<file path="src/rtl/load_store_unit_pkg.sv">
// Shared core definitions: decoder opcodes, load/store size codes and LSU FSM states.
package load_store_unit_pkg;

    localparam logic [6:0] OPC_LOAD   = 7'b0000011;
    localparam logic [6:0] OPC_STORE  = 7'b0100011;
    localparam logic [6:0] OPC_OP_IMM = 7'b0010011;
    localparam logic [6:0] OPC_OP     = 7'b0110011;
    localparam logic [6:0] OPC_BRANCH = 7'b1100011;

    localparam logic [2:0] F3_B  = 3'b000;
    localparam logic [2:0] F3_H  = 3'b001;
    localparam logic [2:0] F3_W  = 3'b010;
    localparam logic [2:0] F3_BU = 3'b100;
    localparam logic [2:0] F3_HU = 3'b101;

    typedef enum logic [1:0] {
        ST_IDLE = 2'd0,
        ST_BUSY = 2'd1,
        ST_DONE = 2'd2
    } lsu_state_e;

    // Stores only have signed-size encodings; loads additionally allow BU/HU.
    function automatic logic f3_legal(input logic [2:0] f3, input logic is_store);
        logic ok;
        case (f3)
            F3_B, F3_H, F3_W: ok = 1'b1;
            F3_BU, F3_HU:     ok = !is_store;
            default:          ok = 1'b0;
        endcase
        return ok;
    endfunction

    function automatic logic f3_misaligned(input logic [2:0] f3, input logic [1:0] addr_lo);
        logic mis;
        case (f3)
            F3_H, F3_HU: mis = addr_lo[0];
            F3_W:        mis = (addr_lo != 2'b00);
            default:     mis = 1'b0;
        endcase
        return mis;
    endfunction

endpackage

</file>
<file path="src/rtl/load_store_unit_load_extend.sv">
// Selects the addressed byte/half from a bus word and sign- or zero-extends it.
module load_extend
    import load_store_unit_pkg::*;
(
    input  logic [2:0]  funct3,
    input  logic [1:0]  byte_off,
    input  logic [31:0] word,
    output logic [31:0] data
);

    logic [7:0]  byte_sel;
    logic [15:0] half_sel;

    always_comb begin
        case (byte_off)
            2'd0:    byte_sel = word[7:0];
            2'd1:    byte_sel = word[15:8];
            2'd2:    byte_sel = word[23:16];
            default: byte_sel = word[31:24];
        endcase
        half_sel = byte_off[1] ? word[31:16] : word[15:0];

        case (funct3)
            F3_B:    data = {{24{byte_sel[7]}}, byte_sel};
            F3_BU:   data = {24'h000000, byte_sel};
            F3_H:    data = {{16{half_sel[15]}}, half_sel};
            F3_HU:   data = {16'h0000, half_sel};
            default: data = word;
        endcase
    end

endmodule

</file>
<file path="src/rtl/load_store_unit.sv">
// Load/store unit: one bus access per request, IDLE -> BUSY -> DONE, with bus timeout.
module load_store_unit
    import load_store_unit_pkg::*;
#(
    parameter int TIMEOUT = 16
) (
    input  logic        clk,
    input  logic        reset,
    input  logic        mem_read,
    input  logic        mem_write,
    input  logic [2:0]  funct3,
    input  logic [31:0] addr,
    input  logic [31:0] wdata,
    output logic [31:0] rdata,
    output logic        stall,
    output logic        misaligned,
    output logic        fault,
    output logic        bus_req,
    output logic        bus_we,
    output logic [31:0] bus_addr,
    output logic [3:0]  bus_wstrb,
    output logic [31:0] bus_wdata,
    input  logic        bus_ready,
    input  logic [31:0] bus_rdata
);

    localparam int CW = $clog2(TIMEOUT + 1);
    localparam logic [CW-1:0] WAIT_LAST = CW'(TIMEOUT - 1);

    lsu_state_e     state_q, state_d;
    logic [31:0]    addr_q, addr_d;
    logic [2:0]     f3_q, f3_d;
    logic           we_q, we_d;
    logic [3:0]     wstrb_q, wstrb_d;
    logic [31:0]    wdata_q, wdata_d;
    logic [CW-1:0]  wait_q, wait_d;
    logic [31:0]    rdata_q, rdata_d;
    logic           timeout_q, timeout_d;

    logic           present, is_write, legal, mis, accept, expired;
    logic [3:0]     req_strb;
    logic [31:0]    req_lanes;
    logic [31:0]    load_data;

    assign present  = mem_read | mem_write;
    assign is_write = mem_write;
    assign legal    = f3_legal(funct3, is_write);
    assign mis      = legal & f3_misaligned(funct3, addr[1:0]);
    assign accept   = present & legal & !mis;
    assign expired  = !bus_ready && (wait_q == WAIT_LAST);

    // Strobes and replicated lane data for the incoming store; reads carry no strobes.
    always_comb begin
        req_strb  = 4'b0000;
        req_lanes = wdata;
        case (funct3)
            F3_B: begin
                req_strb  = 4'b0001 << addr[1:0];
                req_lanes = {4{wdata[7:0]}};
            end
            F3_H: begin
                req_strb  = addr[1] ? 4'b1100 : 4'b0011;
                req_lanes = {2{wdata[15:0]}};
            end
            default: req_strb = 4'b1111;
        endcase
        if (!is_write) begin
            req_strb = 4'b0000;
        end
    end

    load_extend u_load_extend (
        .funct3   (f3_q),
        .byte_off (addr_q[1:0]),
        .word     (bus_rdata),
        .data     (load_data)
    );

    always_ff @(posedge clk) begin
        if (reset) begin
            state_q <= ST_IDLE;
        end else begin
            state_q <= state_d;
        end
    end

    always_comb begin
        state_d = state_q;
        case (state_q)
            ST_IDLE: if (accept) state_d = ST_BUSY;
            ST_BUSY: if (bus_ready || expired) state_d = ST_DONE;
            default: state_d = ST_IDLE;
        endcase
    end

    always_comb begin
        stall      = 1'b0;
        misaligned = 1'b0;
        fault      = 1'b0;
        bus_req    = 1'b0;
        case (state_q)
            ST_IDLE: begin
                stall      = accept;
                misaligned = present & mis;
                fault      = present & !legal;
            end
            ST_BUSY: begin
                stall   = 1'b1;
                bus_req = 1'b1;
            end
            default: fault = timeout_q;
        endcase
    end

    always_comb begin
        addr_d    = addr_q;
        f3_d      = f3_q;
        we_d      = we_q;
        wstrb_d   = wstrb_q;
        wdata_d   = wdata_q;
        wait_d    = wait_q;
        rdata_d   = rdata_q;
        timeout_d = timeout_q;
        if (state_q == ST_IDLE && accept) begin
            addr_d    = addr;
            f3_d      = funct3;
            we_d      = is_write;
            wstrb_d   = req_strb;
            wdata_d   = req_lanes;
            wait_d    = '0;
            timeout_d = 1'b0;
        end else if (state_q == ST_BUSY) begin
            if (bus_ready) begin
                if (!we_q) rdata_d = load_data;
            end else if (expired) begin
                rdata_d   = 32'h0;
                timeout_d = 1'b1;
            end else begin
                wait_d = wait_q + 1'b1;
            end
        end
    end

    always_ff @(posedge clk) begin
        if (reset) begin
            addr_q    <= 32'h0;
            f3_q      <= 3'b000;
            we_q      <= 1'b0;
            wstrb_q   <= 4'b0000;
            wdata_q   <= 32'h0;
            wait_q    <= '0;
            rdata_q   <= 32'h0;
            timeout_q <= 1'b0;
        end else begin
            addr_q    <= addr_d;
            f3_q      <= f3_d;
            we_q      <= we_d;
            wstrb_q   <= wstrb_d;
            wdata_q   <= wdata_d;
            wait_q    <= wait_d;
            rdata_q   <= rdata_d;
            timeout_q <= timeout_d;
        end
    end

    assign rdata     = rdata_q;
    assign bus_we    = we_q;
    assign bus_addr  = {addr_q[31:2], 2'b00};
    assign bus_wstrb = wstrb_q;
    assign bus_wdata = wdata_q;

endmodule

</file>
<file path="config.mk">
export PLATFORM = sky130hd
export DESIGN_NAME = load_store_unit
export DESIGN_NICKNAME = d
export VERILOG_FILES = /design/src/rtl/load_store_unit_pkg.sv /design/src/rtl/load_store_unit_load_extend.sv /design/src/rtl/load_store_unit.sv
export SDC_FILE = /design/constraint.sdc
export NUM_CORES = 1
export LEC_CHECK = 0
export ABC_AREA = 1
export ABC_CLOCK_PERIOD_IN_PS = 2270
export CORE_MARGIN = 8
export CORE_UTILIZATION = 44
export DETAILED_ROUTE_END_ITERATION = 12
export GPL_ROUTABILITY_DRIVEN = 0
export PLACE_DENSITY = 0.8
export SYNTH_ARGS = -nofsm -noshare
export SYNTH_HDL_FRONTEND = slang
export SYNTH_SLANG_ARGS = --single-unit
</file>
<file path="constraint.sdc">
create_clock -name clk -period 2.27 [get_ports clk]
set_clock_uncertainty 0.1 [all_clocks]
set_input_delay 0.454 -clock clk [delete_from_list [all_inputs] [get_ports clk]]
set_output_delay 0.454 -clock clk [all_outputs]
set_load 0.05 [all_outputs]
</file>
# Word level (Yosys, flattened, before mapping)
# Index checks and enable logic that the tools add are counted.
# W data, S select, Z words.
# classes
reduce_logical	21
n_eq_ne	14
shifts	1
add_sub_neg	1
n_mux	19
bitwise	9
# op_table
cell	n
$pmux W32 S4	1
$mux W32	3
$pmux W32 S2	1
$pmux W8 S3	1
$mux W16	1
$eq A3 B3 Y1 const B	4
$mux W4	2
$pmux W1 S2	4
$pmux W4 S2	1
$eq A3 B1 Y1 const B	2
$logic_not A3 Y1	2
$ne A2 B2 Y1 const B	3
$reduce_and A3 Y1	2
$reduce_or A2 Y1	3
$add A5 B1 Y5 const B	1
$and A1 B1 Y1	5
$eq A5 B4 Y1 const B	1
$eq A2 B1 Y1 const B	2
$logic_not A1 Y1	4
$logic_not A2 Y1	2
$mux W2	2
$pmux W2 S2	1
$reduce_and A4 Y1	1
$reduce_bool A2 Y1	2
other kinds (10)	14
# totals
regBits	112
word_cells	74

# Depth between registers and ports, before layout
# logic_depth
word_depth	9
depth_mapped	11

# By module
# A second synthesis with hierarchy kept.
# unflattened
cells_unflattened	961
area_unflattened_um2	6072.1
# by_module_without_submodules
mod	area_per_inst_um2	n_inst	seq_area_each_um2	cells_per_inst
load_store_unit	5176.2	1	2242.2	769
load_extend	895.9	1	0.0	192

# Worst setup path before layout
# No wires, ideal clock.
# synth_path
path_kind	input to output
startpoint	input port mem_write
endpoint	output port fault
arrival_time_ns	1.891
stages	4
setup_slack_ns	-0.175
path_buffers	0
cell_sequence	inv_1 > nand2_1 > o211ai_2 > o32ai_1
# synth_via
elab_chain_len	5
word_cells_on_any_way	6
cone_classes	mux (2); bitwise (2); reduce/logical (2)
# synth_rtl
item	line	text
start: declaration	load_store_unit.sv:10	input logic mem_write,
$logic_not A1 Y1	--	
$pmux W1 S2	load_store_unit_pkg.sv:25	case (f3)
$logic_not A1 Y1	load_store_unit.sv:105	fault = present & !legal;
$and A1 B1 Y1 (*)	load_store_unit.sv:105	
$pmux W1 S2 (*)	load_store_unit.sv:101	case (state_q)
end: declaration	load_store_unit.sv:17	output logic fault,
# Mark *: on every way between the ends. The rest lies on a longest branch, timed or not.

# Final worst setup path
# layout_path
startpoint	input port addr[1]
endpoint	output port stall
# layout_via
elab_chain_len	6
# layout_rtl
item	line	text
start: declaration	load_store_unit.sv:12	input logic [31:0] addr,
$reduce_bool A2 Y1	load_store_unit_pkg.sv:37	F3_W: mis = (addr_lo != 2'b00);
$pmux W1 S2	load_store_unit_pkg.sv:35	case (f3)
$and A1 B1 Y1	load_store_unit.sv:48	assign mis = legal & f3_misaligned(funct3, addr[1:0]);
$logic_not A1 Y1	load_store_unit.sv:49	assign accept = present & legal & !mis;
$and A1 B1 Y1	load_store_unit.sv:49	
$pmux W1 S2	load_store_unit.sv:101	
end: declaration	load_store_unit.sv:15	output logic stall,
# Every way passes these cells.

==> results.md <==
- Main synth FF type: dfxtp_1
- Critical Path RT: 1.72 ns
- Outcome: complete, no violations
- Hold-fix buffers, CTS: 0
- Met2 Track Usage GR: 31.6%
- Core ar.: 12100 um2
- Max cap viols: 0
- Tot Pwr: 5.37 mW
- Final nets: 1022
- Biggest cell delay along the critical path: 0.48 ns
- R2R setup slack: 0.28 ns
- Startpoint Class: input port
- Clk pin slew, worst setup/hold paths: 0.07 ns
- Via-per-instance ratio: 4.84
- Non-filler cells in the finished layout: 1089
- Total GRT Usage: 19.0%
- 1st-pass router iterations: 5
- Synth unique cells: 32
- Crit path to: stall
- Setup violations, final: 0
- Met1 Use GR: 21.8%
- Critical Path AT: 1.61 ns
- Post-synth EDFFs: 0
- RR Endpoint: rdata[1]
- Starting Density: 45.4%
- Placed Cells: 1073
- IO buf count: 206
- CTS tree: built
- Leak: 3.00 nW
- Largest net degree at the start of global routing: 89
- Mapped cell area: 5470 um2
- Final setup TNS: 0 ns
- Worst-Skew Late Latency: 0.35 ns
- Cell count after synthesis: 760
- Slew HR: 61.9%
- WHS: 0.341 ns
- Seq/Total Area, Yosys: 41.0%
- CTS Buffer Depth: 2
- Avg Synthesized Cell Area: 7.20 um2
- 1st-iter DRT viols: 391
- CP dominant cell by count: o21ai_2
- Fin crit share: 95.3%
- Ys async rst share: 0%
- Proportion of layout cells with a drive suffix above 1: 8.90%
- Max VDD drop: 0.545 mV
- Die Y-Extent: 128 um
- Worst hold path type: flop to flop
- Drt total wl: 15900 um
- Die Span X: 128 um
- # clock sinks: 112
- Total global routing overflow: 0
- Gr busiest metal: met2
- Num CTS Buffers: 9
- RR Startpoint: wait_q[0]
- Max Clk Rate: 462 MHz
- P&R area growth vs syn: 41.5%
- Initial antenna violation count: 0
- Max-slew violations: 0
- Crit path capture type: output pin
- Post-DR wirelength/cell: 14.6 um
- Met3 usage in global routing: 7.57%
- Via count: 5266
- Vias in the first global route: 4956
- Most common cell after layout, fill and taps aside: clkdlybuf4s50_1
- Final Critical Period: 2.16 ns
- Setup Buffers After CTS: 0
- Detailed Place HPWL: 11900 um
- Fin. Hold Viols: 0
- Most frequent cells in the layout: clkdlybuf4s50_1 (198), nand2_1 (127), a21oi_1 (112), dfxtp_1 (112), inv_1 (90)
- Pwr/cell area: 694 nW/um2
- Std cell rows: 40
- Worst-path fanout max: 5
- Antenna cells: 0
- WS Path Type: input port to output pin
- #FFs+latches synth: 112
- Die Footprint: 16300 um2
- R2R cell count: 10
- Clock Tree Root: clkbuf_16
- Slowest CP cell: clkdlybuf4s50_1
- # DRC: 0
- # IOs: 209
- Post-route ant nets: 0
- Worst Setup SP: addr[1]
- Synthesis Warnings: 0
- Worst-Margin Slew: 0.570 ns
- Worst path cell trace: clkdlybuf4s50_1 -> inv_1 -> o21ai_2 -> o21ai_2 -> nand3_4 -> nand2_1 -> buf_12
- RSZ-0062 raised after global routing: false
- First-pass GRT wire length: 24800 um
- H-tree levels: 3
==> per-stage QoR <==
stage / setup WS, ns / instance area (um2) / utilization [%]
5_1_grt: 0.0272 / 7740 / 64.2
6_report: 0.107 / 7740 / 64.2
3_3_place_gp: -0.0595 / 7460 / 61.9
2_1_floorplan: 0.167 / 5490 / -
4_1_cts: 0.0740 / 7740 / 64.1
3_5_place_dp: -0.0786 / 7460 / 61.9
==> per-layer routing <==
| metal | up-vias | share of wire (%) |
|---|---|---|
| li1 | 2753 | - |
| met1 | 2321 | 41 |
| met2 | 173 | 47 |
| met3 | 19 | 9.4 |
| met4 | 0 | 1.9 |
| met5 | - | 0 |
==> report_power, final <==
group | leakage [nW] | internal [mW] | total [mW] | switching, mW
Sequential | 0.916 | 2.11 | 2.18 | 0.0745
Clock | 0.137 | 0.808 | 1.53 | 0.720
Combinational | 1.95 | 0.611 | 1.66 | 1.05
==> critical path: cells and delay by family <==
family	cells	cell delay, ns
and+or+nand+nor	2	0.21
buffers and inverters	3	0.72
AOI/OAI and AO/OA	2	0.22
==> state kept, by name, summed over array words and instances (netlist names) <==
name	cells
bus_wstrb	4
bus_wdata	32
timeout_q	1
wait_q	5
f3_q	3
rdata	32
bus_we	1
addr_q	32
state_q	2
==> logic make-up (layout without fill, tap and decap cells) <==
logic type      after synthesis  count (layout)  share of synthesized area, %
compound gates              267             267                          26.1
fa+ha+maj                     2               2                         0.457
buf+inv                     181             341                          16.5
simple gates                194             194                          15.4
other cells                   1               2                        0.0685
flops                       112             112                          41.0
xor+xnor                      3               3                         0.480
==> synthesized netlist by cell type (8+ instances only) <==
cell type	n	area (um2)
inv_2	8	30.0
buf_4	32	240
inv_1	90	338
nand2_1	127	477
buf_6	9	101
clkbuf_1	18	67.6
a21oi_2	11	96.3
buf_2	20	100
nand3_1	13	65.1
nor2_1	31	116
nand2_2	12	75.1
o21ai_0	68	340
o21ai_1	58	290
dfxtp_1	112	2240
o211ai_1	16	120
a21oi_1	112	561
==> worst min-delay path by stage <==
stage               start    endpoint  depth (start not counted)
2_1_floorplan  addr_q[28]  addr_q[28]                          2
3_3_place_gp   addr_q[29]  addr_q[29]                          2
3_5_place_dp   addr_q[19]  addr_q[19]                          2
4_1_cts        addr_q[19]  addr_q[19]                          2
5_1_grt        addr_q[29]  addr_q[29]                          2
6_report       addr_q[19]  addr_q[19]                          2
==> final cells by class <==
cell class	instances	area, um2
Fill cell	1070	4320
Inverter	99	372
Clock buffer	14	264
Timing Repair Buffer	226	2280
Multi-Input combinational cell	468	2360
Clock inverter	2	13.8
Sequential cell	112	2240
Tap cell	168	210
==> what timing repair did <==
| action | CTS | global route |
|---|---|---|
| setup endpoints to repair | 3 | 2 |
| gates resized for setup | 5 | 2 |
| pin swaps | 2 | 0 |
Note: power is estimated with default switching activity, not from simulation.
